$ cat src/rtl/nand8.sv
// nand8 - registered bitwise-NAND slice for the 8-bit ALU datapath.
//
// Computes z = ~(a & b) per bit and registers it together with a one-cycle
// valid strobe and three status flags derived from the new result.
//
// Ports
//   clk       in   rising-edge clock
//   rst       in   asynchronous, active-high reset
//   in_valid  in   capture a/b on this clk rise
//   a, b      in   WIDTH-bit operands
//   z         out  registered ~(a & b)
//   z_valid   out  one-cycle pulse per capture
//   zero      out  registered (z == 0)
//   all_ones  out  registered (z == all ones)
//   parity    out  registered XOR-reduction of z

// One bit position of the NAND. Kept as its own cell so each lane only ever
// sees its own a[i]/b[i]; no cross-bit dependency is possible.
module nand8_lane (
    input  logic i_a,
    input  logic i_b,
    output logic o_z
);
    assign o_z = ~(i_a & i_b);
endmodule

module nand8 #(
    parameter int WIDTH = 8
) (
    input  logic             clk,
    input  logic             rst,
    input  logic             in_valid,
    input  logic [WIDTH-1:0] a,
    input  logic [WIDTH-1:0] b,
    output logic [WIDTH-1:0] z,
    output logic             z_valid,
    output logic             zero,
    output logic             all_ones,
    output logic             parity
);
    logic [WIDTH-1:0] w_z_next;
    logic [WIDTH-1:0] r_z;
    logic             r_z_valid;
    logic             r_zero;
    logic             r_all_ones;
    logic             r_parity;

    for (genvar gi = 0; gi < WIDTH; gi++) begin : g_lane
        nand8_lane u_lane (
            .i_a (a[gi]),
            .i_b (b[gi]),
            .o_z (w_z_next[gi])
        );
    end

    // Flags are taken from the incoming result so they always describe the
    // z loaded on the same edge. The enable gates everything: operands may be
    // X while in_valid is low without touching the stored result.
    always_ff @(posedge clk or posedge rst) begin
        if (rst) begin
            r_z        <= '0;
            r_z_valid  <= 1'b0;
            r_zero     <= 1'b0;
            r_all_ones <= 1'b0;
            r_parity   <= 1'b0;
        end else begin
            r_z_valid <= in_valid;
            if (in_valid) begin
                r_z        <= w_z_next;
                r_zero     <= ~|w_z_next;
                r_all_ones <= &w_z_next;
                r_parity   <= ^w_z_next;
            end
        end
    end

    assign z        = r_z;
    assign z_valid  = r_z_valid;
    assign zero     = r_zero;
    assign all_ones = r_all_ones;
    assign parity   = r_parity;
endmodule

$ cat config.mk
export PLATFORM = sky130hd
export DESIGN_NAME = nand8
export DESIGN_NICKNAME = d
export VERILOG_FILES = /design/src/rtl/nand8.sv
export SDC_FILE = /design/constraint.sdc
export NUM_CORES = 1
export LEC_CHECK = 0
export CAP_MARGIN = 20
export CORE_UTILIZATION = 38
export CTS_CLUSTER_DIAMETER = 60
export CTS_CLUSTER_SIZE = 16
export DETAILED_ROUTE_END_ITERATION = 8
export GPL_TIMING_DRIVEN = 0
export PLACE_DENSITY = 0.77
export SLEW_MARGIN = 20
export SYNTH_ARGS = -nofsm -noshare
export SYNTH_HDL_FRONTEND = slang
export SYNTH_SLANG_ARGS = --single-unit
$ cat constraint.sdc
create_clock -name clk -period 0.8 [get_ports clk]
set_input_delay 0.08 -clock clk [delete_from_list [all_inputs] [get_ports clk]]
set_output_delay 0.08 -clock clk [all_outputs]
set_load 0.02 [all_outputs]
==> impl_metrics.csv, run 1 <==
group,metric,value,unit
die,start_util,40.9,%
pwr,p_leak,0.579,nW
status,outcome,"finished with violations",
detailed_routing,vias_per_cell,5.14,
global_routing,grt_pass1_vias,699,
timing,layout_setup_ws,-0.324,ns
timing,rsz0062_at_grt,"true",
min_path,hp-class,"primary input to flop",
layout,area_growth,97.0,%
synth,ys_seq_area_share,48.7,%
synth,synth_top_area_share,48.7,%
layout,nets,136,
synth,synth_top_area_cell,"dfrtp_1",
timing,fin_crit_sh,140,%
synth,syn_inst,59,
clock_tree,cts_buffers,3,
placed_design,finalWeightedCongestion,0.739,
detailed_routing,vias,653,
detailed_routing,routedWlPerCell,15.2,µm
pwr,p_total,1.87,mW
timing,final_max_slew_viol_count,0,
global_routing,grt.overflow.total,0,
synth,yosysUniqueCellTypes,18,
layout,antenna_cells,0,
detailed_routing,drc,0,
synth,syn_area,617,µm²
die,io_pins,31,
critical_path,critPathCaptureType,"flop",
timing,setup-tns-final,-1.65,ns
clock_tree,h-tree-depth,1,
global_routing,grt_pass1_wl,3020,µm
critical_path,crit_fanout,2,
timing,hold_viol,0,
timing,fin_skew,0,ns
clock_tree,insertion_delay,0.28,ns
timing,maxSlewHeadroom,67.2,%
die,rows,14,
timing,post-route-min-period,1.12,ns
placed_design,place_hpwl,1150,µm
pwr,power-per-cell-area,1540,nW/µm²
critical_path,rr_startpoint,"zero$_DFFE_PP0P_",
global_routing,grt_antenna_before_repair,0,
clock_tree,clockRootBuffer,"clkbuf_4",
timing,max_freq,0.890,GHz
critical_path,worstSetupStartpointType,"primary input",
clock_tree,clock_path_buffers,2,
critical_path,worstSetupPathType,"primary input to flop",
critical_path,max_stage_delay,0.36,ns
detailed_routing,dr.first_iter.drc_count,7,
status,violations,"setup timing",
critical_path,path_cells,"clkdlybuf4s15_1 > nand2_2 > ha_4 > xor3_1 > xnor3_1 > mux2i_1",
detailed_routing,route.antenna.remaining_nets,0,
flow_run,max_cap_viol_count,0,
critical_path,cp.required,1.01,ns
clock_tree,clk_pin_slew,0.08,ns
die,dieArea,1790,µm²
synth,ys_seq_elements,12,
critical_path,crit_family,"XOR/XNOR gates",
die,die_height,42.3,µm
critical_path,crit_slowest_cell,"xor3_1",
synth,syn_avg_cell_area,10.5,µm²
layout,final_area,1210,µm²
timing,tightest_slew,0.491,ns
detailed_routing,wl,1930,µm
synth,synth.area.top_cells,"dfrtp_1 (49%), ha_1 (10%), nor2_1 (4.9%)",
global_routing,grt_max_degree,13,
pwr,ir_drop,1.12,mV
global_routing,gr-usage-all-layers,22.9,%
synth,syn-num-nets,83,
placed_design,post_dp_cell_area,962,µm²
clock_tree,cts.sinks,12,
critical_path,arrival,1.33,ns
critical_path,crit_buf_inv,1,
placed_design,io_buffers,30,
synth,yosysWarnings,0,
layout,fill_cells,85,
clock_tree,tritoncts,"built",
clock_tree,hold_buffers,0,
die,fp.coreArea,1510,µm²
detailed_routing,drt_first_pass_iters,5,
die,fp.dieW,42.3,µm
timing,setup_viol,14,
critical_path,worstSetupStartpoint,"a[5]",
min_path,worstHoldStart,"b[4]",
layout,drive_above_1_share,61.3,%
-- placed cells by master, fill, tap and decap left out, drive strengths merged --
cell type,count
ha,5
xor3,1
dlygate4sd2,1
nand2,4
a31oi,4
mux2,1
buf,35
xnor3,1
mux2i,1
nor4,1
clkdlybuf4s50,5
and2,4
clkdlybuf4s15,2
o21ai,1
dfrtp,12
a21oi,4
clkbuf,11
nor2,8
and3,1
nand4,2
inv,7
-- power breakdown --
part / switching, mW / total [mW] / internal (mW)
clock network: 0.226 / 0.503 / 0.277
registers: 0.0425 / 0.710 / 0.667
logic: 0.274 / 0.653 / 0.379
total: 0.543 / 1.87 / 1.32
-- path summary, 6_finish.rpt --
path	end	slack (ns)	cells past startpoint
setup / recovery	parity$_DFFE_PP0P_	-0.32	6
hold / removal	z[4]$_DFFE_PP0P_	0.03	2
setup reg to reg	zero$_DFFE_PP0P_	0	1
hold reg to reg	zero$_DFFE_PP0P_	0.53	1
max in group asynchronous	z[6]$_DFFE_PP0P_	0.36	2
min in group asynchronous	all_ones$_DFFE_PP0P_	0.11	2
-- routing by layer --
layer / wire length [µm] / share of wire, % / global-route usage [%] / vias up
met4: 31 / 1.6 / 10.6 / 0
met3: 91 / 4.7 / 4.74 / 5
met5: 0 / 0 / 0 / -
li1: - / - / - / 304
met2: 1110 / 58 / 42.8 / 23
met1: 695 / 36 / 24.0 / 321
-- area by class of cell --
| cell class | instances | area (µm²) | share of cell area [%] |
|---|---|---|---|
| Timing Repair Buffer | 48 | 439 | 36.1 |
| Multi-Input combinational cell | 38 | 369 | 30.4 |
| Sequential cell | 12 | 300 | 24.7 |
| Clock buffer | 4 | 36.3 | 2.99 |
| Inverter | 7 | 31.3 | 2.57 |
| Tap cell | 16 | 20.0 | 1.65 |
| Buffer | 2 | 18.8 | 1.54 |
-- logic make-up after synthesis --
logic type,Yosys count,share of synthesized area [%]
AND/OR/NAND/NOR,20,16.6
flip-flops,12,48.7
AO/OA/AOI/OAI,9,8.11
buffers and inverters,9,5.48
adder cells (fa/ha/maj),5,10.1
XOR/XNOR,2,7.50
multiplexers,2,3.45
-- synth_stat cells --
cell type	number
a21oi_1	4
mux2_1	1
and2_1	4
xor3_1	1
nor2_1	8
nand2_1	3
xnor3_1	1
nor4_1	1
and3_1	1
a31oi_1	4
clkbuf_1	2
mux2i_1	1
ha_1	5
dfrtp_1	12
nand2_4	1
o21ai_1	1
nand4_1	2
inv_1	7
-- registers in the layout, indices dropped and copies added, names as in the netlist --
signal    cells
all_ones      1
zero          1
parity        1
z_valid       1
z             8
-- per-stage QoR --
stage	utilization, %	instances	hold slack (ns)	worst slack [ns]
floorplan	-	59	-0.0553	-0.389
global placement	63.9	105	0.419	-0.949
detailed placement	63.9	105	0.432	-0.979
CTS	73.9	122	0.0888	-0.315
global route	80.6	127	0.0462	-0.394
finish	80.6	127	0.0326	-0.324
-- timing repair --
item / in CTS / in global routing
pin swaps: 8 / 8
resized for setup: 105 / 32
endpoints found under the setup margin: 23 / 17
buffers inserted: 13 / 7
gates cloned: 0 / 0
(Power assumes the default switching activity.)
==> run 2: changes to the inputs <==
--- a/config.mk
+++ b/config.mk
@@ -5,13 +5,12 @@
 export SDC_FILE = /design/constraint.sdc
 export NUM_CORES = 1
 export LEC_CHECK = 0
-export CAP_MARGIN = 20
-export CORE_UTILIZATION = 38
+export CAP_MARGIN = 30
+export CORE_UTILIZATION = 30
 export CTS_CLUSTER_DIAMETER = 60
 export CTS_CLUSTER_SIZE = 16
 export DETAILED_ROUTE_END_ITERATION = 8
 export GPL_TIMING_DRIVEN = 0
-export PLACE_DENSITY = 0.77
 export SLEW_MARGIN = 20
 export SYNTH_ARGS = -nofsm -noshare
 export SYNTH_HDL_FRONTEND = slang
==> run 2 against run 1 <==
- routed wire length fell by 22%
- sequential power barely moved
- worst hold slack got worse by 0.023 ns
- sequential cell count did not move
- via count fell by 10%
- the flow still finishes with violations (setup timing)
- largest power group unchanged
- largest cell class unchanged
- core utilization fell by 19 points
- combinational power fell by 3%
- critical path type unchanged
- count of clock-buffer cells in the layout fell by 1
- non-clock buffer count fell by 2
- fmax rose by 0.54%
- final area fell by 1.3%
==> impl_metrics.csv, run 2 (synthesis gave the netlist of run 1 again) <==
group,metric,value,unit
timing,hold_viol,0,
placed_design,finalWeightedCongestion,0.777,
layout,fill_cells,187,
critical_path,worstSetupStartpointType,"primary input",
clock_tree,h-tree-depth,1,
critical_path,worstSetupPathType,"primary input to flop",
critical_path,critPathCaptureType,"flop",
timing,post-route-min-period,1.12,ns
layout,fin_util,61.7,%
clock_tree,clockRootBuffer,"clkbuf_4",
flow_run,max_cap_viol_count,0,
detailed_routing,dr.first_iter.drc_count,4,
layout,area_growth,94.3,%
die,io_pins,31,
layout,final_cell_mix,"buf_6 (18), buf_4 (13), dfrtp_1 (12)",
detailed_routing,wl_met2,775,µm
die,fp.dieW,47.3,µm
die,dieArea,2240,µm²
status,outcome,"finished with violations",
detailed_routing,wl_met1,647,µm
layout,final_cells,135,
timing,maxSlewHeadroom,69.3,%
layout,largest_register_ffs,8,
global_routing,grt_antenna_before_repair,0,
detailed_routing,route.antenna.remaining_nets,0,
critical_path,cp.required,0.99,ns
global_routing,grt_pass1_vias,501,
global_routing,grt.overflow.total,0,
timing,final_max_slew_viol_count,0,
critical_path,crit_slowest_cell,"xor3_1",
layout,multiInputGateArea,370,µm²
die,fp.coreArea,1940,µm²
pwr,power-per-cell-area,1420,nW/µm²
timing,tightest_slew,0.461,ns
detailed_routing,routedWlPerCell,11.2,µm
detailed_routing,wl_met3,77,µm
detailed_routing,vias,588,
timing,setup-tns-final,-1.14,ns
die,die_height,47.3,µm
clock_tree,tritoncts,"built",
placed_design,post-place-cells,116,
detailed_routing,drc,0,
status,violations,"setup timing",
timing,max_freq,0.895,GHz
detailed_routing,vias_per_cell,4.36,
placed_design,io_buffers,30,
timing,timing.hold.ws,0.00941,ns
layout,ff_latch_area,300,µm²
detailed_routing,highest_layer,"met4",
global_routing,grt_max_degree,13,
detailed_routing,wl,1510,µm
die,start_util,31.8,%
critical_path,path_cells,"buf_6 > and2_4 > ha_4 > xor3_1 > xnor3_1 > mux2i_1",
timing,layout_setup_ws,-0.318,ns
placed_design,place_hpwl,955,µm
layout,drive_above_1_share,57.4,%
detailed_routing,drt_first_pass_iters,3,
layout,antenna_cells,0,
clock_tree,cts_buffers,3,
die,rows,16,
timing,setup_viol,14,
layout,nets,134,
clock_tree,clk_pin_slew,0.07,ns
min_path,hp-class,"primary input to flop",
timing,fin_skew,0,ns
clock_tree,clock_path_buffers,2,
timing,fin_crit_sh,140,%
critical_path,crit_fanout,2,
global_routing,gr-usage-all-layers,14.4,%
pwr,ir_drop,0.931,mV
pwr,p_leak,0.574,nW
clock_tree,insertion_delay,0.26,ns
global_routing,grt_pass1_wl,2160,µm
timing,rsz0062_at_grt,"true",
critical_path,max_stage_delay,0.42,ns
critical_path,arrival,1.31,ns
layout,final_common_cell,"buf_6",
clock_tree,cts.sinks,12,
## run 2: layout make-up
cell class	instances	share of cell area [%]
clock buffers	3	1.88
plain buffers	2	1.57
multi-input cells	38	30.9
repair buffers	46	35.0
flip-flops and latches	12	25.1
well taps	27	2.82
inverters	7	2.82
## run 2: stage by stage
| stage | instance area [µm²] | total power, mW | worst slack, ns |
|---|---|---|---|
| after global placement | 976 | 1.21 | -0.973 |
| after global routing | 1200 | 1.81 | -0.377 |
| after CTS | 1130 | 1.65 | -0.323 |
| final | 1200 | 1.70 | -0.318 |
| after detailed placement | 976 | 1.22 | -0.995 |
| after floorplan | 642 | 0.963 | -0.389 |
## run 2: critical path, delay by kind of cell
kind,cells,cell delay (ns)
xor gates and xnor gates,2,0.61
and+or+nand+nor,1,0.16
adders and majority gates,1,0.25
muxes,1,0.13
buffers and inverters,1,0.09
## run 2: final timing paths
kind                                  start                    to  slack (ns)  depth (start not counted)
max                                    a[3]    parity$_DFFE_PP0P_       -0.32                          6
min                                    a[5]      z[5]$_DFFE_PP0P_       0.009                          2
max reg2reg                z[2]$_DFFE_PP0P_      z[2]$_DFFE_PP0P_           0                          3
min reg2reg                zero$_DFFE_PP0P_      zero$_DFFE_PP0P_        0.54                          1
max in group asynchronous               rst      z[5]$_DFFE_PP0P_        0.37                          2
min in group asynchronous               rst  all_ones$_DFFE_PP0P_        0.12                          2
## run 2: report_power, final
| part | internal [mW] | total (mW) | switching (mW) |
|---|---|---|---|
| clock | 0.174 | 0.355 | 0.182 |
| combinational | 0.375 | 0.635 | 0.260 |
| sequential | 0.668 | 0.710 | 0.0420 |
## run 2: layer usage
metal / up-vias / GRT usage, %
met3: 2 / 2.31
met5: - / 0
met2: 17 / 21.9
met4: 0 / 6.86
met1: 274 / 19.9
li1: 295 / -
## run 2: what timing repair did
action / in CTS / in global routing
endpoints found under the setup margin: 23 / 17
setup buffers: 12 / 5
hold endpoints to repair: 1 / 0
gates cloned: 0 / 0
hold buffers: 1 / 0
gates resized for setup: 122 / 23
pin swaps: 11 / 6
==> run 3: changes to the inputs <==
--- a/config.mk
+++ b/config.mk
@@ -14,4 +14,5 @@
 export SLEW_MARGIN = 20
 export SYNTH_ARGS = -nofsm -noshare
 export SYNTH_HDL_FRONTEND = slang
+export SYNTH_HIERARCHICAL = 1
 export SYNTH_SLANG_ARGS = --single-unit
==> constraint.sdc (replaced) <==
create_clock -name clk -period 0.9 [get_ports clk]
set_input_delay 0.09 -clock clk [delete_from_list [all_inputs] [get_ports clk]]
set_output_delay 0.09 -clock clk [all_outputs]
set_load 0.02 [all_outputs]
==> run 3 against run 2 <==
- the run now ends clean
- final area down 3.8%
- combinational power is 20% lower
- synthesized area increased by 3.9%
- synthesized cell count down 3.4%
- sequential power decreased by 12%
- via count shrank 8.5%
- worst hold slack gained 0.12 ns
- register-to-register slack barely moved
- first-iteration DRC count down 75%
- sequential cell count stayed put
- critical path type is now flop to primary output
==> impl_metrics.csv, run 3 <==
group,metric,value,unit
status,outcome,"finished, final reports clean",
synth,synth_top_area_cell,"dfrtp_1",
die,fp.coreArea,1980,µm²
detailed_routing,vias,538,
timing,layout_setup_ws,0.00399,ns
synth,synthArstFlopShare,100,%
layout,fill_cells,182,
layout,nets,130,
synth,syn-num-nets,84,
die,rows,16,
critical_path,crit_fanout,2,
timing,fin_skew,0,ns
pwr,p_clk_share,21.6,%
layout,largest_register_ffs,8,
layout,antenna_cells,0,
critical_path,cp.required,0.81,ns
pwr,p_comb_share,35.2,%
die,dieArea,2320,µm²
timing,final_max_slew_viol_count,0,
global_routing,gr-usage-all-layers,14.0,%
clock_tree,hold_buffers,0,
clock_tree,tritoncts,"built",
critical_path,worstSetupPathType,"flop to primary output",
placed_design,post-place-cells,114,
layout,area_growth,80.1,%
global_routing,grt_pass1_vias,512,
timing,timing.hold.ws,0.127,ns
die,die_height,48.2,µm
layout,final_cells,128,
min_path,hp-class,"primary input to asynchronous set/reset pin",
clock_tree,cts.sinks,12,
critical_path,critPathCaptureType,"primary output",
timing,max_freq,1.12,GHz
timing,post-route-min-period,0.896,ns
timing,fin_crit_sh,99.6,%
critical_path,arrival,0.81,ns
pwr,switchingPower,423,µW
synth,synth.area.top_cells,"dfrtp_1 (47%), ha_1 (16%), mux2_2 (14%)",
synth,syn_area,641,µm²
synth,synth-edff-count,0,
timing,hold_viol,0,
global_routing,grt_max_degree,13,
timing,maxSlewHeadroom,69.1,%
clock_tree,clk_pin_slew,0.07,ns
placed_design,io_buffers,30,
detailed_routing,route.antenna.remaining_nets,0,
critical_path,crit_family,"flip-flops",
synth,ys_seq_area_share,46.9,%
synth,yosysMostFrequentCell,"dfrtp_1",
pwr,p_total,1.45,mW
synth,synth_ff_type,"dfrtp_1",
global_routing,grt_antenna_before_repair,0,
synth,yosysWarnings,6,
placed_design,place_hpwl,1020,µm
detailed_routing,routedWlPerCell,11.2,µm
synth,ys_seq_elements,12,
detailed_routing,wl,1430,µm
global_routing,grt.overflow.total,0,
clock_tree,h-tree-depth,1,
detailed_routing,vias_per_cell,4.20,
critical_path,worstSetupStartpointType,"flop",
critical_path,max_stage_delay,0.40,ns
die,start_util,32.3,%
pwr,p_int,1.03,mW
flow_run,max_cap_viol_count,0,
synth,syn_avg_cell_area,11.2,µm²
die,fp.dieW,48.2,µm
placed_design,finalWeightedCongestion,0.663,
pwr,p_leak,0.580,nW
timing,setup_viol,0,
die,io_pins,31,
detailed_routing,drt_first_pass_iters,2,
critical_path,crit_buf_inv,1,
critical_path,crit_slowest_cell,"dfrtp_1",
pwr,power_frac_seq,43.2,%
synth,syn_inst,57,
pwr,ir_drop,1.34,mV
synth,synthTopCellsByCount,"dfrtp_1 (12), inv_1 (11), ha_1 (8), mux2_2 (8), nand2_1 (8)",
layout,final_cell_mix,"buf_6 (13), clkbuf_2 (13), dfrtp_1 (12)",
pwr,sw_frac_of_total,29.1,%
placed_design,place_ws,-0.579,ns
detailed_routing,drc,0,
detailed_routing,dr.first_iter.drc_count,1,
timing,tightest_slew,0.462,ns
clock_tree,cts_buffers,3,
clock_tree,clock_path_buffers,2,
clock_tree,insertion_delay,0.26,ns
global_routing,grt_pass1_wl,2140,µm
synth,synth_top_area_share,46.9,%
timing,rsz0062_at_grt,"true",
critical_path,path_cells,"buf_6",
synth,yosysUniqueCellTypes,11,
clock_tree,clockRootBuffer,"clkbuf_4",
layout,drive_above_1_share,69.3,%
pwr,power-per-cell-area,1260,nW/µm²
==> run 3: cell count changes in the layout (fill, tap and decap cells not counted), sizes merged, moves of 7 or more <==
| cell | before | now |
|---|---|---|
| nor2 | 8 | 1 |
| clkbuf | 9 | 16 |
| mux2 | 1 | 8 |
| buf | 34 | 24 |
==> run 3: power groups by stage <==
stage | sequential, mW | clock, mW | combinational (mW)
floorplan | 0.693 | 0 | 0.173
global placement | 0.625 | 0 | 0.471
detailed placement | 0.627 | 0 | 0.475
CTS | 0.623 | 0.332 | 0.481
global route | 0.635 | 0.360 | 0.556
finish | 0.628 | 0.315 | 0.511
==> run 3: timing repair <==
item,in CTS,in global routing
cloned,1,0
setup buffers,4,6
setup endpoints to repair,19,13
pin swaps,8,8
gates resized for setup,89,36
==> run 3: logic make-up after synthesis <==
| logic type | count (synthesis) | share of synthesized area (%) |
|---|---|---|
| fa+ha+maj | 8 | 15.6 |
| compound gates | 1 | 0.781 |
| buf+inv | 12 | 8.20 |
| xor+xnor | 3 | 4.10 |
| mux | 10 | 17.2 |
| flops | 12 | 46.9 |
| simple gates | 11 | 7.23 |
==> run 3: per-stage QoR <==
step / setup TNS [ns] / instance area (µm²) / utilization (%)
finish: 0 / 1150 / 58.2
global route: -0.230 / 1150 / 58.2
CTS: -0.0207 / 1120 / 56.4
detailed placement: -5.39 / 1080 / 54.7
global placement: -5.21 / 1080 / 54.7
floorplan: 0 / 751 / -
==> run 3: final cells by class <==
class	instances	area, µm²	area share, %
multi-input combinational	33	413	35.8
clock buffer	3	22.5	1.95
sequential	12	300	26.0
inverter	11	41.3	3.58
buffer	1	11.3	0.976
tap	27	33.8	2.93
timing repair buffer	41	332	28.7
==> run 3: worst paths after layout <==
check / startpoint / endpoint / slack, ns / cells after the start
worst min-delay path: rst / z[7]$_DFFE_PP0P_ / 0.13 / 2
worst max register to register: z[5]$_DFFE_PP0P_ / z[5]$_DFFE_PP0P_ / 0.01 / 2
max in group asynchronous: rst / z_valid$_DFF_PP0_ / 0.45 / 2
worst max-delay path: z[5]$_DFFE_PP0P_ / z[5] / 0.004 / 1
min in group clk: a[7] / z[7]$_DFFE_PP0P_ / 0.15 / 3
worst min register to register: z[7]$_DFFE_PP0P_ / z[7]$_DFFE_PP0P_ / 0.53 / 1
==> run 3: per-layer routing <==
metal | GRT usage [%] | wire length [µm] | vias up | share of wire [%]
li1 | - | - | 268 | -
met1 | 18.2 | 590 | 249 | 41
met2 | 21.1 | 761 | 19 | 53
met3 | 6.67 | 73 | 2 | 5.1
met4 | 3.33 | 9 | 0 | 0.63
met5 | 0 | 0 | - | 0
